File: config.mk
export PLATFORM = sky130hd
export DESIGN_NAME = baud_gen_frac
export DESIGN_NICKNAME = d
export VERILOG_FILES = /design/src/rtl/baud_defs.sv /design/src/rtl/baud_frac_div.sv /design/src/rtl/baud_gen_frac.sv
export SDC_FILE = /design/constraint.sdc
export NUM_CORES = 1
export LEC_CHECK = 0
export ABC_CLOCK_PERIOD_IN_PS = 3920
export BUFFER_PORTS_ARGS = -buffer_cell sky130_fd_sc_hd__buf_2
export CAP_MARGIN = 20
export CELL_PAD_IN_SITES_DETAIL_PLACEMENT = 0
export CELL_PAD_IN_SITES_GLOBAL_PLACEMENT = 1
export CORE_MARGIN = 4
export CORE_UTILIZATION = 26
export DETAILED_ROUTE_END_ITERATION = 16
export PLACE_DENSITY = 0.53
export SLEW_MARGIN = 20
export SYNTH_ARGS = -nofsm -noshare
export SYNTH_HDL_FRONTEND = slang
export SYNTH_SLANG_ARGS = --single-unit
File: constraint.sdc
create_clock -name clk -period 3.92 [get_ports clk]
set_clock_uncertainty 0.05 [all_clocks]
set_input_delay 0.784 -clock clk [delete_from_list [all_inputs] [get_ports clk]]
set_output_delay 0.784 -clock clk [all_outputs]
set_load 0.005 [all_outputs]
File: src/rtl/baud_defs.sv
// Shared baud-rate constants for the UART clocking blocks (baud generator,
// tx and rx). Defaults here are the ones the rest of the UART assumes.
package baud_defs;

    // Integer-divisor width, fractional width (1/2^FW units) and oversample
    // ratio used by default across the UART.
    localparam int BAUD_IW       = 16;
    localparam int BAUD_FW       = 4;
    localparam int BAUD_OS       = 16;

    // Divisor loaded at reset: 163 cycles per oversample tick.
    localparam int BAUD_DEF_INT  = 163;
    localparam int BAUD_DEF_FRAC = 0;

    // Smallest integer divisor the period counter can realise.
    localparam int BAUD_MIN_INT  = 2;

    // Classification of a divisor-load strobe.
    typedef enum logic [1:0] {
        LD_NONE   = 2'd0,
        LD_ACCEPT = 2'd1,
        LD_REJECT = 2'd2
    } load_kind_e;

endpackage : baud_defs

File: src/rtl/baud_frac_div.sv
// Fractional period divider: produces one tick_os pulse per period, where
// the period alternates between a_int and a_int+1 cycles so that the mean
// period is a_int + a_frac/2^FW cycles with no long-run drift.
module baud_frac_div #(
    parameter int IW = 16,
    parameter int FW = 4
) (
    input  logic          clk,
    input  logic          reset,
    input  logic          en,
    input  logic          sync_clr,
    input  logic [IW-1:0] a_int,
    input  logic [FW-1:0] a_frac,
    output logic          tick_os
);

    logic [IW-1:0] cnt;         // position inside the current period
    logic [FW-1:0] acc;         // fractional phase accumulator
    logic          cy;          // carry: this period is one cycle longer

    logic [IW:0]   period_len;  // a_int + cy, one bit wider to hold the carry
    logic [IW:0]   last_cnt;    // period_len - 1
    logic          period_end;
    logic [FW:0]   acc_sum;

    assign period_len = {1'b0, a_int} + {{IW{1'b0}}, cy};
    assign last_cnt   = period_len - (IW+1)'(1);

    // The compare is >= rather than == so that a shorter divisor applied
    // while counting is frozen ends the stretched period on the next enabled
    // cycle instead of letting cnt run all the way round its range. Whenever
    // the divisor only changes at a period boundary the two are identical.
    assign period_end = ({1'b0, cnt} >= last_cnt);

    assign tick_os    = ~reset & en & ~sync_clr & period_end;

    assign acc_sum    = {1'b0, acc} + {1'b0, a_frac};

    // Period counter and phase accumulator; clear has priority over counting.
    // NOTE: sequential state is written with <= so every register samples the
    // pre-edge values regardless of statement order.
    always_ff @(posedge clk or posedge reset) begin
        if (reset) begin
            cnt <= '0;
            acc <= '0;
            cy  <= 1'b0;
        end else if (sync_clr) begin
            cnt <= '0;
            acc <= '0;
            cy  <= 1'b0;
        end else if (en) begin
            if (period_end) begin
                cnt       <= '0;
                {cy, acc} <= acc_sum;
            end else begin
                cnt <= cnt + IW'(1);
            end
        end
    end

endmodule : baud_frac_div

File: src/rtl/baud_gen_frac.sv
// Fractional baud-rate generator. Produces the oversample tick, the mid-bit
// tick and the bit-boundary tick for the UART, with a double-buffered divisor
// so that a new rate only takes effect on a period boundary.
module baud_gen_frac
    import baud_defs::*;
#(
    parameter int IW       = BAUD_IW,
    parameter int FW       = BAUD_FW,
    parameter int OS       = BAUD_OS,       // power of two, at least 4
    parameter int DEF_INT  = BAUD_DEF_INT,
    parameter int DEF_FRAC = BAUD_DEF_FRAC
) (
    input  logic          clk,
    input  logic          reset,
    input  logic          en,
    input  logic          sync_clr,
    input  logic          div_load,
    input  logic [IW-1:0] div_int,
    input  logic [FW-1:0] div_frac,
    output logic          tick_os,
    output logic          tick_half,
    output logic          tick_bit,
    output logic          cfg_pending,
    output logic          cfg_err
);

    localparam int OSW = $clog2(OS);

    // Active divisor seen by the period divider.
    logic [IW-1:0]  a_int;
    logic [FW-1:0]  a_frac;

    // Accepted divisor waiting for the next period boundary.
    logic [IW-1:0]  p_int;
    logic [FW-1:0]  p_frac;
    logic           pending;

    logic [OSW-1:0] osc;        // oversample tick index within the bit
    logic           tick_os_i;
    load_kind_e     load_kind;
    logic           apply_now;  // this edge may swap the active divisor

    baud_frac_div #(
        .IW (IW),
        .FW (FW)
    ) u_div (
        .clk      (clk),
        .reset    (reset),
        .en       (en),
        .sync_clr (sync_clr),
        .a_int    (a_int),
        .a_frac   (a_frac),
        .tick_os  (tick_os_i)
    );

    // Classify the load strobe: divisors below the minimum are refused.
    // NOTE: the default assignment first keeps this purely combinational;
    // without it a path that skips the assignment would infer a latch.
    always_comb begin
        load_kind = LD_NONE;
        if (div_load) begin
            load_kind = (div_int >= IW'(BAUD_MIN_INT)) ? LD_ACCEPT : LD_REJECT;
        end
    end

    // A swap is safe at the end of a period, or whenever counting is frozen
    // or being cleared, since no period is then in progress to distort.
    assign apply_now = tick_os_i | ~en | sync_clr;

    // Divisor double buffer: a load in a tick cycle goes straight to the
    // active register so it governs the very next period; otherwise it waits
    // in the pending register, and a later load simply overwrites it.
    always_ff @(posedge clk or posedge reset) begin
        if (reset) begin
            a_int   <= IW'(DEF_INT);
            a_frac  <= FW'(DEF_FRAC);
            p_int   <= '0;
            p_frac  <= '0;
            pending <= 1'b0;
        end else if (load_kind == LD_ACCEPT && tick_os_i) begin
            a_int   <= div_int;
            a_frac  <= div_frac;
            pending <= 1'b0;
        end else if (load_kind == LD_ACCEPT) begin
            p_int   <= div_int;
            p_frac  <= div_frac;
            pending <= 1'b1;
        end else if (pending && apply_now) begin
            a_int   <= p_int;
            a_frac  <= p_frac;
            pending <= 1'b0;
        end
    end

    // Oversample counter: advances once per tick_os and wraps naturally at OS.
    always_ff @(posedge clk or posedge reset) begin
        if (reset) begin
            osc <= '0;
        end else if (sync_clr) begin
            osc <= '0;
        end else if (tick_os_i) begin
            osc <= osc + OSW'(1);
        end
    end

    assign tick_os     = tick_os_i;
    assign tick_half   = tick_os_i & (osc == OSW'(OS/2 - 1));
    assign tick_bit    = tick_os_i & (osc == OSW'(OS - 1));
    assign cfg_pending = pending;
    assign cfg_err     = ~reset & (load_kind == LD_REJECT);

endmodule : baud_gen_frac
After elaboration in Yosys (flattened, before gate mapping)
Cells that the tools add are included.
W data, S select, Z words.
{ "word_totals": {"inputBits": 25, "reg_bits": 66, "word_cells": 65} }
{ "classes": {"eq_ne": 5, "reduce_logical": 10, "n_mux": 22, "n_bitwise": 12, "magnitude_cmp": 2, "n_addsub": 5} }
{ "op_table": {"columns": ["operator", "count"], "rows": [
  ["$mux W16", 6],
  ["$mux W4", 8],
  ["$add A16 B1 Y17", 1],
  ["$ge A16 B17 Y1", 1],
  ["$sub A17 B1 Y17 const B", 1],
  ["$add A16 B1 Y16 const B", 1],
  ["$ge A16 B2 Y1 const B", 1],
  ["$reduce_bool A2 Y1", 4],
  ["$and A1 B1 Y1", 6],
  ["$mux W1", 6],
  ["$reduce_and A2 Y1", 3],
  ["$add A4 B4 Y5", 1],
  ["$add A4 B1 Y4 const B", 1],
  ["$eq A4 B3 Y1 const B", 1],
  ["$eq A4 B4 Y1 const B", 1],
  ["$mux W2", 2],
  ["$not A1 Y1", 4],
  ["$reduce_bool A3 Y1", 1],
  ["$eq A2 B1 Y1 const B", 1],
  ["$eq A2 B2 Y1 const B", 1],
  ["$logic_and A1 B1 Y1", 2],
  ["$ne A2 B2 Y1 const B", 1],
  ["$or A1 B1 Y1", 2]
]} }

Longest topological paths before layout
{ "logic_depth": {"word_depth": 10, "depth_mapped": 16, "ltp_nobuf": 14} }

Cells and area by module
A second synthesis with hierarchy kept.
{ "hier_totals": {"cells_unflattened": 397, "hier_area_um2": 4045.1} }
{ "modules_own_cells": {"columns": ["module", "cells_each", "area_per_inst_um2", "instances"], "rows": [
  ["baud_gen_frac", 195, 2192.1, 1],
  ["baud_frac_div", 202, 1853.0, 1]
]} }

Worst setup path after synthesis
Ideal clock, no wire load.
{ "synth_timing": {"path_type": "register to output", "start": "register a_int[0]", "end": "output tick_bit", "stages_incl_launch_ff": 15, "arrival_time_ns": 2.929, "t_required_ns": 3.086, "slack_ns": 0.157, "path_cell_list": "dfstp_2 -> inv_1 -> ha_1 -> ha_1 -> nor4b_1 -> nand4_1 -> nor3_1 -> xnor2_1 -> ha_1 -> nand4_1 -> nor2_1 -> o311ai_0 -> and3_1 -> buf_2 -> nor4b_1"} }
{ "synth_between": {"elab_chain_len": 5} }
{ "synth_rtl": {"columns": ["item", "line_no", "source"], "rows": [
  ["from (decl)", "baud_gen_frac.sv:30", "logic [IW-1:0] a_int;"],
  ["from (signal assigned)", "baud_gen_frac.sv:75", "a_int <= IW'(DEF_INT);"],
  ["from (signal assigned)", "baud_gen_frac.sv:81", "a_int <= div_int;"],
  ["from (signal assigned)", "baud_gen_frac.sv:89", "a_int <= p_int;"],
  ["$add A16 B1 Y17", "baud_frac_div.sv:26", "assign period_len = {1'b0, a_int} + {{IW{1'b0}}, cy};"],
  ["$sub A17 B1 Y17", "baud_frac_div.sv:27", "assign last_cnt = period_len - (IW+1)'(1);"],
  ["$ge A16 B17 Y1", "baud_frac_div.sv:33", "assign period_end = ({1'b0, cnt} >= last_cnt);"],
  ["$and A1 B1 Y1", "baud_frac_div.sv:35", "assign tick_os = ~reset & en & ~sync_clr & period_end;"],
  ["$and A1 B1 Y1", "baud_gen_frac.sv:108", "assign tick_bit = tick_os_i & (osc == OSW'(OS - 1));"],
  ["to (decl)", "baud_gen_frac.sv:22", "output logic tick_bit,"]
]} }
Every way passes these cells.

Final worst setup path
{ "layout_timing": {"start": "register a_int[0]", "end": "output tick_os"} }
{ "layout_between": {"elab_chain_len": 4} }
{ "layout_rtl": {"columns": ["item", "line_no", "source"], "rows": [
  ["$add A16 B1 Y17", "baud_frac_div.sv:26", null],
  ["$sub A17 B1 Y17", "baud_frac_div.sv:27", null],
  ["$ge A16 B17 Y1", "baud_frac_div.sv:33", null],
  ["$and A1 B1 Y1", "baud_frac_div.sv:35", null],
  ["to (decl)", "baud_gen_frac.sv:20", "output logic tick_os,"]
]} }
Every way passes these cells.

==> impl_metrics.yaml <==
worst_setup_path:
  crit_start: "a_int[0]"
  crit_end: "tick_os"
  start_kind: "flop"
  worstReg2RegStart: "u_div.cy"
  rr_worst_depth: 18
  reg2reg_slack_ns: 0.27
  critPathMaxFanout: 4
  r2r-end: "u_div.acc[2]"
  endpoint_kind: "output port"
  worstSetupPathType: "flop to output port"
  crit_arrival_ns: 3.06
  worstPathRequired_ns: 3.09
synthesis:
  synth.net_count: 426
  synth_cell_types: 41
  synth_top_area_share_pct: 41.5
  synth_flop_cell: "dfrtp_1"
  synth_area_mm2: 0.00374
  synth_top_cell_by_area: "dfrtp_1"
  synthArstFlopShare_pct: 100
  ys_warn_count: 0
  synth-seq-cells: 66
  synth_edf_count: 0
  ys_seq_area_share_pct: 44.3
  syn_avg_cell_area_um2: 9.95
  synth_area_leaders: "dfrtp_1 (41%), ha_1 (8.0%), inv_1 (6.8%), mux2i_1 (6.2%), a222oi_1 (5.4%)"
  synthCells: 376
pwr:
  worst_ir_drop_vdd_mv: 0.192
  p_seq_share_pct: 40.0
  switching_power_mw: 0.586
  p_int_mw: 1.50
  power_frac_clock_pct: 39.5
  power_density_mw_per_mm2: 442
  switching_share_pct: 28.1
  combPwrFrac_pct: 20.5
  power.leakage_nw: 2.32
sta:
  finalSetupViolations: 0
  fin_crit_ns: 3.89
  worstMarginPinSlew_ns: 0.811
  fin_setup_tns_ns: 0
  grt_setup_unrepaired: "yes"
  fin_crit_sh_pct: 99.2
  slew_violations: 0
  final_hold_viol_count: 0
  fmax_ghz: 0.257
  relSlewSlack_pct: 45.8
finish:
  drive_gt1_share_pct: 25.2
  fin_area_mm2: 0.00472
  diodes: 0
  syn2layout_area_growth_pct: 26.2
  fillers: 1438
  nets: 477
placement:
  gp_congestion: 0.799
  place_area_mm2: 0.00424
  io_buffer_count: 29
  dp.final_hpwl_um: 6280
worst_hold_path:
  min_path_type: "flop to flop"
clock_network:
  numCtsBuffers: 9
  cts-root-buf: "clkbuf_16"
  cts.sink_count: 66
  clk_pin_slew_ns: 0.05
  clock_path_buffers: 2
  cts_tree: "built"
  clock_latency_ns: 0.33
  htreeDepth: 3
floorplanning:
  ios: 30
  initial_core_util_pct: 26.7
  fp.coreArea_mm2: 0.0140
  num_rows: 43
  die_w_um: 128
  die_y_um: 128
  dieArea_mm2: 0.0164
drt:
  wl_met2_um: 3940
  via_per_inst: 4.62
  met1_length_um: 4530
  dr_wl_met3_um: 296
  routed.top_layer: "met4"
  totalWireLength_um: 8880
  wl_per_cell_um: 14.5
  postRouteAntennaNets: 0
  drt-pass1-iter-count: 7
  route.detailed.drc: 0
  vias: 2829
  drtIter0Drc: 212
global_routing:
  antenna_found_initial: 0
  grt_pass1_wl_um: 15300
  grt_max_degree: 46
  overflow: 0
  track_usage_pct: 11.8
  first_global_vias: 2969
flow_run:
  drv_cap: 0
outcome:
  status: "complete, no violations"
-- logic make-up after synthesis --
logic type / share of synthesized area (%)
simple gates: 13.7
buf+inv: 8.80
flops: 44.3
compound gates: 9.63
xor+xnor: 7.02
mux: 7.96
fa+ha+maj: 8.56
-- cells in the mapped netlist (2+ instances only) --
master	number
mux2i_1	23
nor4b_1	2
nand2_1	20
a21o_1	2
nand3_1	12
nor2_1	27
nor3_1	6
inv_1	68
nand4_1	7
a21oi_1	12
nor4_1	5
and3_1	9
dfstp_2	4
and2_1	2
dfrtp_1	62
mux2_2	6
clkbuf_1	4
buf_6	3
nor2b_1	3
nor3b_1	2
ha_1	24
a222oi_1	20
xnor2_1	18
xor2_1	12
buf_2	5
o211ai_1	3
-- metal layers --
layer | track usage, % | vias to the layer above
met5 | 0 | -
met4 | 3.56 | 0
met3 | 3.25 | 9
met2 | 18.0 | 43
met1 | 16.5 | 1380
li1 | - | 1397
-- power by group through the flow --
stage	sequential, mW	combinational (mW)	clock, mW
after global placement	0.835	0.394	0
after CTS	0.831	0.414	0.850
after global routing	0.845	0.497	0.876
final	0.834	0.428	0.824
after floorplan	0.824	0.293	0
after detailed placement	0.838	0.401	0
-- cell usage in the layout (no fill, tap or decap), types with 7 or more instances in the layout --
cell type and n:
a222oi_1 20, buf_2 29, dfrtp_1 61, nand4_1 7, nand2_1 20, buf_4 18, nor2_1 23, a21oi_1 10
mux2i_1 23, nand3_1 10, inv_1 63, xnor2_1 17, ha_1 22, clkbuf_16 9, xor2_1 12, and3_1 7
-- through the flow --
stage / power, mW / hold WS [ns] / instances / utilization [%] / setup slack, ns
finish: 2.09 / 0.460 / 612 / 33.7 / 0.0301
global route: 2.22 / 0.482 / 612 / 33.7 / -0.188
CTS: 2.10 / 0.456 / 611 / 33.2 / -0.0159
detailed placement: 1.24 / 0.442 / 592 / 30.3 / 0.0282
global placement: 1.23 / 0.428 / 592 / 30.3 / 0.110
floorplan: 1.12 / 0.413 / 376 / - / 0.157
-- sequential cells by signal, summed over array words and instances, names as in the netlist, 4 cells and up --
| register | cells |
|---|---|
| a_frac | 4 |
| p_frac | 4 |
| p_int | 16 |
| u_div.cnt | 16 |
| u_div.acc | 4 |
| a_int | 16 |
| osc | 4 |
-- cell type report --
| type | count | area [um^2] | area share [%] |
|---|---|---|---|
| Timing Repair Buffer | 52 | 372 | 7.87 |
| Clock buffer | 11 | 253 | 5.35 |
| Clock inverter | 5 | 52.6 | 1.11 |
| Inverter | 68 | 260 | 5.51 |
| Tap cell | 180 | 225 | 4.77 |
| Sequential cell | 66 | 1660 | 35.1 |
| Multi-Input combinational cell | 230 | 1900 | 40.3 |
-- repair_timing --
item	4_1_cts	5_1_grt
endpoints found under the setup margin	3	20
hold endpoints to repair	0	0
pin swaps	13	15
resized for setup	19	16
buffers inserted	3	1
hold buffers	0	0
gates cloned	0	0
-- critical path, stage by stage, from the launching register on --
cell	delay [ns]
dfstp_2	0.52
inv_2	0.05
ha_4	0.17
ha_4	0.15
buf_4	0.12
buf_4	0.12
and3_1	0.18
xnor2_1	0.13
ha_1	0.30
a21boi_0	0.13
o311ai_1	0.30
and3_4	0.28
buf_6	0.11
nor2_2	0.03
buf_2	0.13
-- worst min-delay path by stage --
stage | from | to | depth (start not counted)
after global placement | osc[3] | osc[3] | 1
after global routing | p_int[1] | a_int[1] | 2
final | p_int[7] | a_int[7] | 2
after floorplan | osc[3] | osc[3] | 1
after CTS | a_int[0] | a_int[0] | 2
after detailed placement | a_int[0] | a_int[0] | 2
Power figures use the tool's default switching activity.
